==> config.mk <==
export PLATFORM = sky130hd
export DESIGN_NAME = muxn_scan
export DESIGN_NICKNAME = d
export VERILOG_FILES = /design/src/rtl/muxn_pkg.sv /design/src/rtl/muxn_comb.sv /design/src/rtl/muxn_scan.sv
export SDC_FILE = /design/constraint.sdc
export NUM_CORES = 1
export LEC_CHECK = 0
export ABC_AREA = 1
export CORE_AREA = 2 2 39 41
export CTS_BUF_LIST = sky130_fd_sc_hd__clkbuf_4
export DETAILED_ROUTE_END_ITERATION = 8
export DIE_AREA = 0 0 41 43
export GPL_ROUTABILITY_DRIVEN = 0
export PLACE_DENSITY = 0.68
export SETUP_SLACK_MARGIN = 0.1
export SYNTH_ARGS = -nofsm -noshare
export SYNTH_HDL_FRONTEND = slang
export SYNTH_SLANG_ARGS = --single-unit
==> constraint.sdc <==
create_clock -name clk -period 1.5 [get_ports clk]
set_clock_uncertainty 0.05 [all_clocks]
set_input_delay 0.3 -clock clk [delete_from_list [all_inputs] [get_ports clk]]
set_output_delay 0.3 -clock clk [all_outputs]
set_load 0.005 [all_outputs]
==> src/rtl/muxn_pkg.sv <==
// muxn_pkg: mode encodings and width helper shared by the muxn_scan slice
package muxn_pkg;
  localparam logic [1:0] MODE_DIRECT = 2'b00;
  localparam logic [1:0] MODE_SCAN   = 2'b01;
  localparam logic [1:0] MODE_HOLD   = 2'b10;
  function automatic int clog2_min1(input int v);
    return (v <= 2) ? 1 : $clog2(v);
  endfunction
endpackage

==> src/rtl/muxn_comb.sv <==
// muxn_comb: combinational N:1 W-bit selector, out-of-range select yields zero
module muxn_comb
  import muxn_pkg::*;
#(
  parameter int W = 2,
  parameter int N = 4,
  localparam int SW = clog2_min1(N)
) (
  input  logic [N*W-1:0] x_i,
  input  logic [SW-1:0]  sel_i,
  output logic [W-1:0]   y_o
);
  always_comb begin
    y_o = '0;
    for (int i = 0; i < N; i++) y_o = (sel_i == SW'(i)) ? x_i[i*W +: W] : y_o;
  end
endmodule

==> src/rtl/muxn_scan.sv <==
// muxn_scan: registered N-channel selector with direct, round-robin scan and hold modes
module muxn_scan
  import muxn_pkg::*;
#(
  parameter int W = 2,
  parameter int N = 4,
  parameter int DWELL = 4,
  localparam int SW = clog2_min1(N)
) (
  input  logic           clk,
  input  logic           rst,
  input  logic [N*W-1:0] x_i,
  input  logic [SW-1:0]  sel_i,
  input  logic [1:0]     mode_i,
  input  logic           en_i,
  output logic [W-1:0]   f_o,
  output logic [SW-1:0]  cur_o,
  output logic           wrap_o
);
  localparam int DW = $clog2(DWELL) + 1;
  logic [SW-1:0] cur_q, cur_d, base;
  logic [DW-1:0] dwell_q, dwell_d;
  logic [W-1:0]  f_q, f_d, y;
  logic          wrap_q, wrap_d, dir, scan, last, adv, top;
  assign dir  = mode_i == MODE_DIRECT;
  assign scan = mode_i == MODE_SCAN;
  // an out-of-range pointer left over from direct mode restarts the scan at channel 0
  assign base = (32'(cur_q) >= N) ? '0 : cur_q;
  assign top  = 32'(base) == N - 1;
  assign last = dwell_q == DW'(DWELL - 1);
  assign adv  = scan && en_i && last;
  muxn_comb #(.W(W), .N(N)) u_sel (
    .x_i  (x_i),
    .sel_i(dir ? sel_i : cur_q),
    .y_o  (y)
  );
  always_comb begin
    cur_d   = dir ? sel_i : adv ? (top ? '0 : base + SW'(1)) : scan ? base : cur_q;
    dwell_d = dir ? '0 : (scan && en_i) ? (last ? '0 : dwell_q + DW'(1)) : dwell_q;
    f_d     = (dir || scan) ? y : f_q;
    wrap_d  = adv && top;
  end
  always_ff @(posedge clk) begin
    if (rst) begin
      cur_q   <= '0;
      dwell_q <= '0;
      f_q     <= '0;
      wrap_q  <= 1'b0;
    end else begin
      cur_q   <= cur_d;
      dwell_q <= dwell_d;
      f_q     <= f_d;
      wrap_q  <= wrap_d;
    end
  end
  assign f_o    = f_q;
  assign cur_o  = cur_q;
  assign wrap_o = wrap_q;
endmodule

**After elaboration in Yosys (flattened, before gate mapping)**

Index checks and enable logic that the tools add are counted.

- Word-level logic and storage cells: 29
- Input port bits: 15
- Register bits: 8
- Output and inout bits: 5

- Reduce and logical (&&, ||, !) cells: 8
- $add $sub $neg: 2
- Mux-type cells: 9
- Equal/unequal tests: 6

Operators with widths:

| kind | count |
|---|---|
| 2-to-1 mux 2 bit | 8 |
| equality test 2 bit (second input constant) | 3 |
| equality test 2 x 1 -> 1 bit (second input constant) | 2 |
| zero test 2 bit | 2 |
| adder 3 x 1 -> 3 bit (second input constant) | 1 |
| equality test 3 x 2 -> 1 bit (second input constant) | 1 |
| logical AND 1 bit | 3 |
| 2-to-1 mux 3 bit | 1 |
| adder 2 x 1 -> 2 bit (second input constant) | 1 |
| nonzero test 2 bit | 1 |
| OR reduction 2 bit | 1 |
| logical OR 1 bit | 1 |

**Depth between registers and ports, before layout**

Gate-level depths: netlist of run 1.

- Depth in word-level cells: 7
- Mapped depth: 9
- Gate-level depth less buffers: 9

**Modules after synthesis**

A second synthesis of run 1 with hierarchy kept.

- Cells, all modules: 72
- Area total of the unflattened synthesis: 460.4 um^2

Modules (own cells, without submodules):

| module | cells each | instances | sequential area each (um^2) | area each (um^2) |
|---|---|---|---|---|
| muxn_scan | 60 | 1 | 160.2 | 400.4 |
| muxn_comb | 12 | 1 | 0.0 | 60.1 |

**Worst setup path before layout of run 1**

No wires, ideal clock.

- Path type: reg2reg
- Start: register dwell_q[0]
- End: register cur_q[0] (netlist: cur_o[0])
- Data required time: 1.332 ns
- Slack: 0.386 ns
- Setup time: 0.118 ns
- Clock period less this slack: 1.114 ns
- Data arrival time: 0.946 ns
- Path buffers: 0
- Cell stages (with the launch flop): 7
- Cells stage by stage: dfxtp_1 -> ha_1 -> nand2_1 -> nor2_2 -> o21ai_0 -> a22oi_1 -> nor2_1

- Cells in the longest elaborated chain, start to end: 3

RTL lines:

| item | RTL line | text |
|---|---|---|
| start, declared | muxn_scan.sv:22 | `logic [DW-1:0] dwell_q, dwell_d;` |
| start signal, assigned | muxn_scan.sv:51 | `dwell_q <= dwell_d;` |
| equality test 3 x 2 -> 1 bit | muxn_scan.sv:30 | `assign last = dwell_q == DW'(DWELL - 1);` |
| logical AND 1 bit | muxn_scan.sv:31 | `assign adv = scan && en_i && last;` |
| nonzero test 2 bit (no line) | n/a |  |
| end signal, assigned | muxn_scan.sv:50 | `cur_q <= cur_d;` |
| end, declared | muxn_scan.sv:21 | `logic [SW-1:0] cur_q, cur_d, base;` |

No other way between the ends.
A chain may end at the register's enable or synchronous reset.

**Worst setup path after layout of run 1**

- Start: input en_i
- End: register dwell_q[1]

- Cells in the longest elaborated chain, start to end: 1

RTL lines:

| item | RTL line | text |
|---|---|---|
| start, declared | muxn_scan.sv:15 | `input logic en_i,` |
| logical AND 1 bit | muxn_scan.sv:39 | `dwell_d = dir ? '0 : (scan && en_i) ? (last ? '0 : dwell_q + DW'(1)) : dwell_q;` |

No other way between the ends.

==> qor.csv, run 1 <==
metric;value;unit
GRT Residual Overflow;0;
Yosys reg bits;8;
Register Area;165.2;µm²
initial antenna violation count;0;
RSZ-0062 raised after global routing;false;
DR pass1 iterations;4;
overall global routing resource usage;16.95;%
wire length on met3;82;µm
CTS Buffer Depth;2;
number of global-route vias before repair;534;
final hold viol count;0;
Slowest-stage cell, CP;clkdlybuf4s50_1;
Layout Utilization;58.23;%
status;finished clean;
Wirelength per Cell;9.290;µm
fill count;134;
worst skew pair latency;260;ps
R2R Setup Slk;220;ps
yosys warns;0;
WP data arrival;1370;ps
Buf/Inv on CP;3;
NumNets Final;127;
DRT antenna net count;0;
Starting Density;33.91;%
PwrDens;665.1;nW/µm²
Area Overhead vs Synth;71.73;%
Core Area;1384;µm²
worst-path cell chain;clkdlybuf4s50_1, nand3_2, nor2_4, buf_4, inv_1, nand2_1, nor3_1;
Clock Root Buffer;clkbuf_4;
Port Buffers;19;
Worst Tran Pin Value;196.7;ps
clk slew on worst S/H paths;60;ps
post-route minimum period;1284;ps
via/cell ratio;4.621;
Gate Count Post-Synth;73;
multi-input logic area;285.3;µm²
# IOs;20;
Rel. slew slack;86.84;%
Syn Area/Cell;6.427;µm²
Crit. End Element;register;
global-route wire length before repair;2014;µm
Worst Path Max Fanout;3;
register area share after synthesis;34.13;%
die area;1763;µm²
worst min-delay path category;reg -> reg;
maximum clock frequency;778.5;MHz
library cells used by synthesis;15;
DP HPWL;944.6;µm
Max stage delay on crit path;500;ps
CTS H-tree depth;1;
Overall Power;0.5359;mW
width of the die;41;µm
CP Class;in -> reg;
max-slew violation count;0;
Setup-failing EPs final;0;
CP top delay family;buffers and inverters;
top routing layer used;met4;
share of cells above drive strength 1;22.22;%
largest net degree at the start of global routing;7;
wirelength, routed;1152;µm
Met2 Wirelength;554;µm
post-detailed-route DRC marker count;0;
Row Count;14;
CTS tree;done;
Netlist Area Pre-Place;469.2;µm²
Vias;573;
critical path startpoint category;input pin;
syn_nets;90;
VDD IR max;428.8;µV
CTS buffer count;3;
Final period util;85.63;%
Diodes inserted;0;
Leak;0.3893;nW
wl on met1;503;µm
CTS Sinks;8;
Max-Cap Viols;0;
number of DRC markers in iteration 0;11;
die span in y;43;µm
WP data required;1590;ps
-- layout by cell type, fill, tap and decap left out --
cell type,n
o21ai_0,3
dfxtp_2,1
nand3_1,9
dlygate4sd2_1,7
dfxtp_1,6
nand2_1,14
inv_1,8
xor2_1,1
a41oi_1,1
ha_1,2
dfxtp_4,1
a31oi_1,2
clkbuf_4,3
clkdlybuf4s50_1,12
nor2_1,16
nor3_1,2
inv_2,1
nor2_4,1
a22oi_1,1
buf_4,13
nand3_2,1
nand2_2,2
nor2_2,1
-- worst paths after layout --
check	to	startpoint	cells past startpoint
setup / recovery	dwell_q[1]	en_i	7
setup reg to reg	cur_o[0]	dwell_q[0]	7
hold reg to reg	dwell_q[2]	dwell_q[2]	2
hold / removal	dwell_q[2]	dwell_q[2]	2
-- logic make-up after synthesis --
| family | share of synthesized area, % |
|---|---|
| simple gates | 42.13 |
| compound gates | 9.333 |
| xor+xnor | 1.867 |
| flops | 34.13 |
| buf+inv | 7.199 |
| fa+ha+maj | 5.332 |
-- synth_stat cells, drive strengths merged --
master / n / area, µm²
a22oi: 1 / 7.510
a31oi: 2 / 12.51
a41oi: 1 / 8.760
dfxtp: 8 / 160.2
ha: 2 / 25.02
inv: 9 / 33.78
nand2: 16 / 65.06
nand3: 10 / 50.05
nor2: 18 / 72.57
nor3: 2 / 10.01
o21ai: 3 / 15.01
xor2: 1 / 8.760
-- flip-flops by register name, indices dropped and copies added, names as in the netlist --
name / flops
f_o: 2
dwell_q: 3
wrap_o: 1
cur_o: 2
-- layer usage --
metal,vias up,global-route usage [%]
li1,312,-
met4,0,6.000
met3,2,8.901
met5,-,0
met1,246,19.55
met2,13,25.62
-- what timing repair did --
| item | 4_1_cts | 5_1_grt |
|---|---|---|
| setup buffers | 1 | 1 |
| setup endpoints to repair | 7 | 1 |
| resized for setup | 10 | 2 |
| pin swaps | 0 | 2 |
| hold buffers | 0 | 0 |
-- cell type report --
| cell class | count | share of cell area [%] |
|---|---|---|
| multi-input cells | 56 | 35.40 |
| repair buffers | 32 | 34.63 |
| flip-flops and latches | 8 | 20.50 |
| inverters | 9 | 4.193 |
| clock buffers | 3 | 2.795 |
| well taps | 16 | 2.484 |
-- power breakdown --
| group | switching (mW) | internal [mW] | leakage, nW |
|---|---|---|---|
| registers | 0.00625 | 0.222 | 0.0665 |
| logic | 0.0586 | 0.0785 | 0.309 |
| clock network | 0.0782 | 0.0919 | 0.0138 |
-- worst register-to-register path, delay by kind of cell (launching register included) --
| family | cells | cell delay, ps |
|---|---|---|
| adders and majority gates | 1 | 210 |
| buffers and inverters | 2 | 250 |
| DFF | 1 | 320 |
| and+or+nand+nor | 4 | 370 |
-- metrics by stage --
stage                     instance area (µm²)  setup slack (ps)  TNS (ps)  hold WS (ps)  std cells
after floorplan                         469.2             385.7         0         319.4         73
after global placement                  762.0            -214.1    -893.6         393.3        119
after detailed placement                762.0            -246.2     -1052         391.7        119
after CTS                               788.3             216.5         0         404.8        123
after global routing                    805.8             117.8         0         425.5        124
final                                   805.8             215.5         0         398.5        124
Note: power is estimated with default switching activity, not from simulation.
==> run 2, diff against run 1 <==
--- a/config.mk
+++ b/config.mk
@@ -12,7 +12,7 @@
 export DIE_AREA = 0 0 41 43
 export GPL_ROUTABILITY_DRIVEN = 0
 export PLACE_DENSITY = 0.68
-export SETUP_SLACK_MARGIN = 0.1
+export SETUP_SLACK_MARGIN = 0.15
 export SYNTH_ARGS = -nofsm -noshare
 export SYNTH_HDL_FRONTEND = slang
 export SYNTH_SLANG_ARGS = --single-unit
==> run 2 against run 1 <==
Against the previous run:
- design area decreased by 0.47%
- first-iteration DRC count did not move
- utilization down 0.27 points
- sequential share of layout area increased by 0.096 points
- clock power is essentially flat
- non-clock buffer count did not move
- total power barely moved
- routed wire length is 0.52% lower
- combinational power hardly changed
- die area unchanged
- via count grew 0.35%
- sequential power about the same
- largest power group unchanged
- highest routed layer unchanged
==> qor.csv, run 2 (same netlist as run 1, synthesis figures left out) <==
metric;value;unit;change
CTS buffer count;3;;unchanged
Final Instance Area;802.0;µm²;was 805.8 µm²
Final period util;85.26;%;was 85.63%
clk slew on worst S/H paths;60;ps;about the same
global-route wire length before repair;2014;µm;unchanged
DP Cell Count;119;;unchanged
number of flip-flops in the largest register;3;;unchanged
CTS Buffer Depth;2;;unchanged
CTS H-tree depth;1;;unchanged
Comb power frac;25.5;%;was 25.6%
share of cells above drive strength 1;23.15;%;was 22.22%
Row Count;14;;unchanged
commonest non-fill, non-tap cell in the layout;nor2_1;;unchanged
RR Startpoint;dwell_q[0];;unchanged
Setup-failing EPs final;0;;unchanged
largest net degree at the start of global routing;7;;unchanged
Worst Tran Pin Value;196.7;ps;unchanged
CTS tree;done;;unchanged
Core Area;1384;µm²;unchanged
Wirelength per Cell;9.242;µm;was 9.290 µm
Min-Delay Startpoint;mode_i[0];;was dwell_q[2]
Setup Slack @ Placement;-246.2;ps;unchanged
# IOs;20;;unchanged
NumNets Final;127;;unchanged
CP Class;reg -> reg;;was in -> reg
Crit. End Element;register;;unchanged
Clock Root Buffer;clkbuf_4;;unchanged
Worst Path Max Fanout;3;;unchanged
Vias;575;;was 573
initial antenna violation count;0;;unchanged
Worst R2R End;cur_o[0];;unchanged
non-filler instance count after layout;124;;unchanged
CTS Sinks;8;;unchanged
Diodes inserted;0;;unchanged
Sequential Power Share;42.7;%;about the same
post-place instance area;762.0;µm²;unchanged
post-detailed-route DRC marker count;0;;unchanged
width of the die;41;µm;unchanged
die span in y;43;µm;unchanged
Leak;0.3881;nW;was 0.3893 nW
Hold Worst Slack;285.6;ps;was 398.5 ps
maximum clock frequency;782.0;MHz;was 778.5 MHz
WP data arrival;1380;ps;was 1370 ps
worst skew pair latency;260;ps;about the same
wirelength, routed;1146;µm;was 1152 µm
RSZ-0062 raised after global routing;true;;was false
Hold Path Cell Cnt;2;;unchanged
CTS Hold Buffers Added;0;;unchanged
Max-Cap Viols;0;;unchanged
via/cell ratio;4.637;;was 4.621
Overall Power;0.5356;mW;was 0.5359 mW
number of DRC markers in iteration 0;11;;unchanged
R2R Setup Slk;220;ps;about the same
worst min-delay path category;in -> reg;;was reg -> reg
Worst Hold End;dwell_q[2];;unchanged
final setup margin;221.2;ps;was 215.5 ps
post-route minimum period;1279;ps;was 1284 ps
Rel. slew slack;86.84;%;unchanged
die area;1763;µm²;unchanged
number of global-route vias before repair;534;;unchanged
Net Sw Frac;26.72;%;was 26.70%
Psw;0.1431;mW;about the same
fill count;134;;unchanged
DR pass1 iterations;4;;unchanged
Layout Utilization;57.96;%;was 58.23%
Starting Density;33.91;%;unchanged
Clock power frac;31.8;%;was 31.7%
max-slew violation count;0;;unchanged
GRT Residual Overflow;0;;unchanged
DRT antenna net count;0;;unchanged
most frequent cells in the layout;nor2_1, nand2_1, buf_4, clkdlybuf4s50_1, nand3_1;;unchanged
setup tns final;0;ps;unchanged
VDD IR max;428.9;µV;was 428.8 µV
final hold viol count;0;;unchanged
Area Overhead vs Synth;70.93;%;was 71.73%
status;finished clean;;unchanged
PwrDens;667.8;nW/µm²;was 665.1 nW/µm²
DP HPWL;944.6;µm;unchanged
overall global routing resource usage;16.95;%;unchanged
internal power;0.3925;mW;was 0.3928 mW
Port Buffers;19;;unchanged
WP data required;1600;ps;was 1590 ps
Largest Register;dwell_q;;unchanged
critical path startpoint category;register;;was input pin
worst reg2reg path depth;7;;unchanged
## run 2: layout make-up
type / count / area (µm²) / area share (%)
Clock buffer: 3 / 22.52 / 2.808
Tap cell: 16 / 20.02 / 2.496
Sequential cell: 8 / 165.2 / 20.59
Inverter: 9 / 33.78 / 4.212
Multi-Input combinational cell: 56 / 285.3 / 35.57
Timing Repair Buffer: 32 / 275.3 / 34.32
## run 2: repair_timing
action | in CTS | in global routing
endpoints found under the setup margin | 9 | 2
pin swaps | 0 | 3
gates resized for setup | 10 | 4
buffers inserted | 1 | 1
## run 2: power by group through the flow
stage          combinational, mW  sequential (mW)  clock (mW)
2_1_floorplan             0.0546            0.234           0
6_report                   0.136            0.229       0.170
5_1_grt                    0.156            0.230       0.188
4_1_cts                    0.137            0.229       0.172
3_3_place_gp               0.139            0.235           0
3_5_place_dp               0.140            0.234           0
## run 2: worst max-delay path by stage
stage | depth (start not counted) | from | to | slack, ps
global placement | 10 | mode_i[0] | f_o[1] | -210
global route | 7 | dwell_q[0] | cur_o[0] | 140
CTS | 6 | en_i | cur_o[0] | 220
detailed placement | 10 | mode_i[0] | f_o[1] | -250
finish | 7 | dwell_q[0] | cur_o[0] | 220
floorplan | 6 | dwell_q[0] | cur_o[0] | 390
## run 2: worst max-delay path: stages (launching register included)
cell     delay [ps]
dfxtp_1         320
ha_1            210
nand2_1         110
nor2_4           50
buf_4           120
buf_4           120
nor3_1          140
nor2_1           70
## run 2: metal layers
| metal | global-route usage, % | part of all wire, % | routed length, µm | up-vias |
|---|---|---|---|---|
| li1 | - | - | - | 313 |
| met1 | 19.55 | 43 | 496 | 247 |
| met2 | 25.62 | 48 | 554 | 13 |
| met3 | 8.901 | 7.2 | 82 | 2 |
| met4 | 6.000 | 1.0 | 12 | 0 |
| met5 | 0 | 0 | 0 | - |
